===== config.mk =====
export PLATFORM = sky130hd
export DESIGN_NAME = uart_tx
export DESIGN_NICKNAME = d
export VERILOG_FILES = /design/src/rtl/uart_tx.sv
export SDC_FILE = /design/constraint.sdc
export NUM_CORES = 1
export LEC_CHECK = 0
export CORE_MARGIN = 2
export CORE_UTILIZATION = 30
export CTS_CLUSTER_DIAMETER = 30
export DETAILED_ROUTE_END_ITERATION = 8
export PLACE_DENSITY = 0.45
export SLEW_MARGIN = 40
export SYNTH_ARGS = -nofsm -noshare
export SYNTH_HDL_FRONTEND = slang
export SYNTH_SLANG_ARGS = --single-unit

===== constraint.sdc =====
create_clock -name i_clk -period 3.2 [get_ports i_clk]
set_input_delay 0.48 -clock i_clk [delete_from_list [all_inputs] [get_ports i_clk]]
set_output_delay 0.48 -clock i_clk [all_outputs]
set_load 0.01 [all_outputs]

===== src/rtl/uart_tx.sv =====
// uart_tx: bus-attached 8N1 UART transmitter with a byte FIFO, status register and end-of-frame pulse
module uart_tx #(
  parameter int SYS_CLK    = 50_000_000,
  parameter int BAUDRATE   = 115200,
  parameter int TICK       = 434,
  parameter int FIFO_DEPTH = 4
) (
  input  logic       i_clk,
  input  logic       i_reset,
  input  logic [7:0] i_dat,
  output logic [7:0] o_dat,
  input  logic       i_addr,
  input  logic       i_we,
  input  logic       i_cyc,
  output logic       tx,
  output logic       o_int
);
  localparam int AW = $clog2(FIFO_DEPTH);
  localparam logic [1:0] S_IDLE = 2'd0, S_START = 2'd1, S_DATA = 2'd2, S_STOP = 2'd3;
  if (TICK < 2 || TICK > 512 || (FIFO_DEPTH & (FIFO_DEPTH - 1)) != 0 || BAUDRATE > SYS_CLK) begin : g_bad_cfg
    $error("uart_tx: bad parameters");
  end
  logic [7:0] mem_q [FIFO_DEPTH];
  logic [AW-1:0] wp_q, rp_q;
  logic [AW:0] cnt_q;
  logic [1:0] state_q, state_d;
  logic [8:0] baud_q, baud_d;
  logic [7:0] sh_q, sh_d;
  logic [2:0] idx_q, idx_d;
  logic tx_q, tx_d, int_q, int_d, ov_q;
  logic full, empty, tick, push_req, push, pop, rd_stat;
  logic [7:0] head;
  assign full     = cnt_q == (AW+1)'(FIFO_DEPTH);
  assign empty    = cnt_q == '0;
  assign tick     = baud_q == 9'(TICK - 1);
  assign push_req = i_cyc & i_we & ~i_addr;
  assign push     = push_req & ~full;
  assign pop      = ~empty & ((state_q == S_IDLE) | ((state_q == S_STOP) & tick));
  assign rd_stat  = i_cyc & ~i_we & i_addr;
  assign head     = mem_q[rp_q];
  assign o_dat    = i_addr ? {4'd0, ov_q, empty, full, state_q != S_IDLE} : 8'd0;
  assign tx       = tx_q;
  assign o_int    = int_q;
  always_comb begin
    state_d = state_q;
    baud_d  = baud_q + 9'd1;
    sh_d    = sh_q;
    idx_d   = idx_q;
    tx_d    = tx_q;
    int_d   = 1'b0;
    case (state_q)
      S_IDLE: begin
        baud_d  = '0;
        state_d = pop ? S_START : S_IDLE;
        sh_d    = pop ? head : sh_q;
        tx_d    = ~pop;
      end
      S_START: if (tick) begin
        baud_d  = '0;
        state_d = S_DATA;
        tx_d    = sh_q[0];
        idx_d   = '0;
      end
      S_DATA: if (tick) begin
        baud_d  = '0;
        state_d = (idx_q == 3'd7) ? S_STOP : S_DATA;
        tx_d    = (idx_q == 3'd7) ? 1'b1 : sh_q[1];
        sh_d    = sh_q >> 1;
        idx_d   = idx_q + 3'd1;
      end
      default: if (tick) begin
        baud_d  = '0;
        int_d   = 1'b1;
        state_d = pop ? S_START : S_IDLE;
        sh_d    = pop ? head : sh_q;
        tx_d    = ~pop;
      end
    endcase
  end
  always_ff @(posedge i_clk)
    if (push) mem_q[wp_q] <= i_dat;
  always_ff @(posedge i_clk) begin
    if (i_reset) begin
      state_q <= S_IDLE;
      baud_q  <= '0;
      sh_q    <= '0;
      idx_q   <= '0;
      tx_q    <= 1'b1;
      int_q   <= 1'b0;
      wp_q    <= '0;
      rp_q    <= '0;
      cnt_q   <= '0;
      ov_q    <= 1'b0;
    end else begin
      state_q <= state_d;
      baud_q  <= baud_d;
      sh_q    <= sh_d;
      idx_q   <= idx_d;
      tx_q    <= tx_d;
      int_q   <= int_d;
      wp_q    <= push ? wp_q + AW'(1) : wp_q;
      rp_q    <= pop ? rp_q + AW'(1) : rp_q;
      cnt_q   <= cnt_q + (AW+1)'(push) - (AW+1)'(pop);
      ov_q    <= (push_req & full) | (ov_q & ~rd_stat);
    end
  end
endmodule


# [After elaboration in Yosys (flattened, before gate mapping)]
# Memories as Yosys holds them, arrays and structs flattened. A register that Yosys moved wholly into a read port is not among the register bits.
# Index checks and enable logic that the tools add are counted.
[word_totals] ram_bits=32 in_bits=13 output_inout_bits=10 ff_bits=32 n_memories=1
[op_classes] n_addsub=6 n_bitwise=18 n_reduce_logical=10 eq_ne=8 n_mux=24
[mem_list] name="mem_q" depth=4 word_bits=8 rd=1 rd_clocked_by_memory_dff=1 write_ports=1 line_no="23" rtl="logic [7:0] mem_q [FIFO_DEPTH];"
[op_table] cell="8-bit 2-to-1 mux" count=3
[op_table] cell="8-bit case mux with 3 select lines" count=1
[op_table] cell="2-bit 2-to-1 mux" count=5
[op_table] cell="9-bit by 1-bit adder with 9-bit output, second input constant" count=1
[op_table] cell="1-bit bitwise AND" count=9
[op_table] cell="9-bit == test, second input constant" count=1
[op_table] cell="1-bit 2-to-1 mux" count=9
[op_table] cell="3-bit AND reduction" count=3
[op_table] cell="1-bit inverter" count=7
[op_table] cell="3-bit == test, second input constant" count=2
[op_table] cell="3-bit 2-to-1 mux" count=2
[op_table] cell="2-bit case mux with 3 select lines" count=1
[op_table] cell="3-bit case mux with 2 select lines" count=1
[op_table] cell="2-bit nonzero test" count=3
[op_table] cell="2-bit by 1-bit adder with 2-bit output, second input constant" count=2
[op_table] cell="2-bit == test, second input constant" count=2
[op_table] cell="4-bit 2-to-1 mux" count=1
[op_table] cell="2-bit inequality test, second input constant" count=2
[op_table] cell="4-bit OR reduction" count=1
[op_table] cell="3-bit by 1-bit adder with 3-bit output" count=1
[op_table] cell="3-bit by 1-bit adder with 3-bit output, second input constant" count=1
[op_table] cell="3-bit zero test" count=1
[op_table] cell="1-bit case mux with 3 select lines" count=1
[op_table] cell="3-bit OR reduction" count=1
[op_table] cell="other kinds (4)" count=5

# [Logic depth before layout (Yosys ltp)]
[logic_depth] word_depth=7 ltp_mapped=12 mapped_depth_nobuf=11

# [Least setup slack after synthesis]
# OpenSTA, ideal clock, no wires.
[synth_path] kind="register to register" startpoint="register baud_q[1]" endpoint="register cnt_q[2]" path_slack_ns=0.857 required_ns=3.072 stages_incl_launch_ff=13 t_arrival_ns=2.216 synth_period_minus_slack_ns=2.343 setup_ns=0.128 n_path_buf=1 cell_sequence="dfxtp_1 > inv_1 > ha_1 > and4b_1 > buf_6 > a31oi_1 > nor2_1 > ha_1 > inv_1 > ha_1 > fa_1 > xnor2_1 > nor2_1"
[synth_via] elab_chain_cells=5
[synth_rtl] item="from (decl)" line_no="27" rtl="logic [8:0] baud_q, baud_d;"
[synth_rtl] item="from (signal assigned)" line_no="96" rtl="baud_q <= baud_d;"
[synth_rtl] item="9-bit == test" line_no="35" rtl="assign tick = baud_q == 9'(TICK - 1);"
[synth_rtl] item="1-bit bitwise AND" line_no="38" rtl="assign pop = ~empty & ((state_q == S_IDLE) | ((state_q == S_STOP) & tick));"
[synth_rtl] item="1-bit bitwise OR" line_no="38"
[synth_rtl] item="1-bit bitwise AND" line_no="38"
[synth_rtl] item="named net pop" line_no="31" rtl="logic full, empty, tick, push_req, push, pop, rd_stat;"
[synth_rtl] item="3-bit by 1-bit subtractor with 3-bit output" line_no="103" rtl="cnt_q <= cnt_q + (AW+1)'(push) - (AW+1)'(pop);"
[synth_rtl] item="to (signal assigned)" line_no="103"
[synth_rtl] item="to (decl)" line_no="25" rtl="logic [AW:0] cnt_q;"
# The timed path passes the listed nets, and every way through them passes these cells.
# A chain may end at the register's enable or synchronous reset.

# [Worst setup path after layout]
# Ends and elaborated chain as after synthesis.

==> reports/results.ini <==
[synth]
ys_ff_latch = 66
ys.warnings.count = 0
synth.distinct_cells = 42
synthCells = 227
synth-async-reset-ratio_pct = 0
ys_seq_area_share_pct = 55.8
synth_flop_cell = dfxtp_1
synth_edf_count = 32
netlist_area_sq_um = 2940
avgSynthCellArea_sq_um = 13.0

[pwr]
internal-power_w = 0.00181
p_clk_share_pct = 24.6
switching_power_w = 0.000944
pwr-share-comb_pct = 35.5
p_sw_share_pct = 34.3
powerDensity_nw_per_um2 = 811
power_leakage_nw = 1.19
ir_drop_mv = 0.240
p_seq_share_pct = 39.8

[setup_path]
crit_type = reg2reg
crit_path_frequent_cell = ha_1
cp_slowest_cell = a31oi_1
cp_slowest_stage_delay_ns = 0.39
critPathRequiredTime_ns = 3.41
critPathCaptureType = flop
cp-start-kind = flop
cp_top_family = adder cells
crit_fanout = 6
crit_chain = inv_1, ha_1, and4b_1, a31oi_1, nor2_1, ha_1, inv_1, ha_1, fa_1, xnor2_1, nor2_1
cp_num_buf_inv = 2
worstPathArrival_ns = 2.76

[finish]
multi_input_area_sq_um = 1160
drive_gt1_share_pct = 14.6
fillers = 967
nets = 276
seq_area_sq_um = 1640
final_common_cell = dfxtp_1
antenna_cells = 0
layout_common_cells = 34 x dfxtp_1, 32 x edfxtp_1, 18 x nor2_1, 18 x clkdlybuf4s50_1
syn2layout_area_growth_pct = 15.5

[placement]
dpl.hpwl_mm = 3.54
port_buffers = 18
place.gp.congestion = 0.728

[sta]
drv_slew = 0
rsz0062_at_grt = false
tightest_slew_ns = 0.570
setup_tns_ns = 0
skew_ns = 0.00866
layout_min_cycle_time_ns = 2.55
hold_violations = 0
timing.slew.headroom_pct = 61.9
whs_ns = 0.482
fmax_ghz = 0.393
setup_viol = 0
finalCritPeriodShare_pct = 79.5

[global_routing]
grt_max_degree = 15
antenna_found_initial = 0
grt_pass1_wl_mm = 8.42
grt_use_total_pct = 10.8
grt_overflow_total = 0
grt_pass1_vias = 1725

[status]
status = finished, final reports clean

[route]
wire_per_inst_um = 13.1
routed_wl_mm = 5.05
drc = 0
drtIter0Drc = 45
routed-via-count = 1706
via_per_inst = 4.42
drt_pass1_iterations = 4
drtAntennaViolNets = 0

[clocking]
cts_max_path_buffers = 2
cts.sinks = 66
cts_buffers = 9
postCtsSetupBuffers = 0
hold_buffers = 0
htreeDepth = 3
tritoncts = built
cts.repair.resized = 0
insertion_delay_ns = 0.34
clkTransAtPathRegs_ns = 0.07
cts-root-buf = clkbuf_8

[floorplan]
die_h_um = 103
die_w_um = 103
dieArea_sq_um = 10600
num_io_pins = 23
initial_core_util_pct = 30.5
rows = 36
core_area_sq_um = 9640

[flow_run]
cap_viol_max_count = 0

[worst_hold_path]
min_path_type = reg2reg

[power groups by stage]
stage,Clock [W],Combinational (W),Sequential (W)
4_1_cts,0.000706,0.000992,0.00110
3_5_place_dp,0,0.000988,0.00112
5_1_grt,0.000749,0.00109,0.00111
6_report,0.000679,0.000979,0.00110
3_3_place_gp,0,0.000992,0.00112
2_1_floorplan,0,0.000891,0.00106
[worst min-delay path, cell delays in order (launching register included)]
cell     delay [ns]
dfxtp_1        0.31
o21ai_0        0.07
a21oi_1        0.06
[Yosys cell counts (all sizes together), types with 2 or more instances]
cell type,instances,area [sq um]
edfxtp,32,961
mux4,8,180
o21ai,6,30.0
nand3,2,10.0
mux2i,9,90.1
clkbuf,2,7.51
nand2b,2,12.5
nor2,18,67.6
a21oi,14,70.1
a211oi,8,108
nand4,4,25.0
inv,10,37.5
or3,4,25.0
a31oi,4,25.0
buf,11,103
xor2,3,26.3
nor3,4,25.0
dfxtp,34,681
and2,9,58.8
ha,14,175
nor2b,3,18.8
nand2,6,22.5
xnor2,7,61.3
[final cells by class]
cell class / instances / share of cell area (%)
clock buffer: 9 / 3.65
clock inverter: 7 / 2.06
inverter: 10 / 1.10
multi-input combinational: 141 / 34.2
sequential: 66 / 48.3
tap: 133 / 4.90
timing repair buffer: 20 / 5.75
[through the flow]
stage	cells	area [sq um]	setup slack [ns]	util (%)	total power (W)
floorplan	230	2950	0.857	-	0.00195
global placement	370	3200	0.689	33.2	0.00211
detailed placement	370	3200	0.622	33.2	0.00211
CTS	386	3400	0.630	35.2	0.00280
global route	386	3400	0.384	35.2	0.00295
finish	386	3400	0.655	35.2	0.00275
[final timing paths]
check	start	endpoint	slack [ns]	depth (start not counted)
max	baud_q[1]$_SDFF_PP0_	cnt_q[2]$_SDFF_PP0_	0.65	11
min	idx_q[2]$_SDFFE_PP0P_	idx_q[2]$_SDFFE_PP0P_	0.48	2
max reg2reg	baud_q[1]$_SDFF_PP0_	cnt_q[2]$_SDFF_PP0_	0.65	11
min reg2reg	idx_q[2]$_SDFFE_PP0P_	idx_q[2]$_SDFFE_PP0P_	0.48	2
[per-layer routing]
metal,up-vias,GRT usage (%),share of wire (%)
met5,-,0,0
met4,0,4.86,2.0
met3,9,4.07,2.9
met2,18,16.4,47
met1,822,13.7,48
li1,857,-,-
[flip-flops by register name, summed over array words and instances, names as in the netlist, named ones only]
name and flops:
ov_q 1, cnt_q 3, rp_q 2, wp_q 2, sh_q 8, o_int 1
state_q 2, tx 1, idx_q 3, baud_q 9, mem_q 32
[logic make-up after synthesis]
logic type      count (synthesis)  share of synthesized area [%]
flops                          66                           55.8
xor+xnor                       10                           2.98
compound gates                 38                           9.74
buf+inv                        23                           5.02
mux                            17                           9.19
other cells                     1                          0.128
simple gates                   57                           10.5
fa+ha+maj                      15                           6.64
No activity file was read; power rests on OpenSTA's default activity.
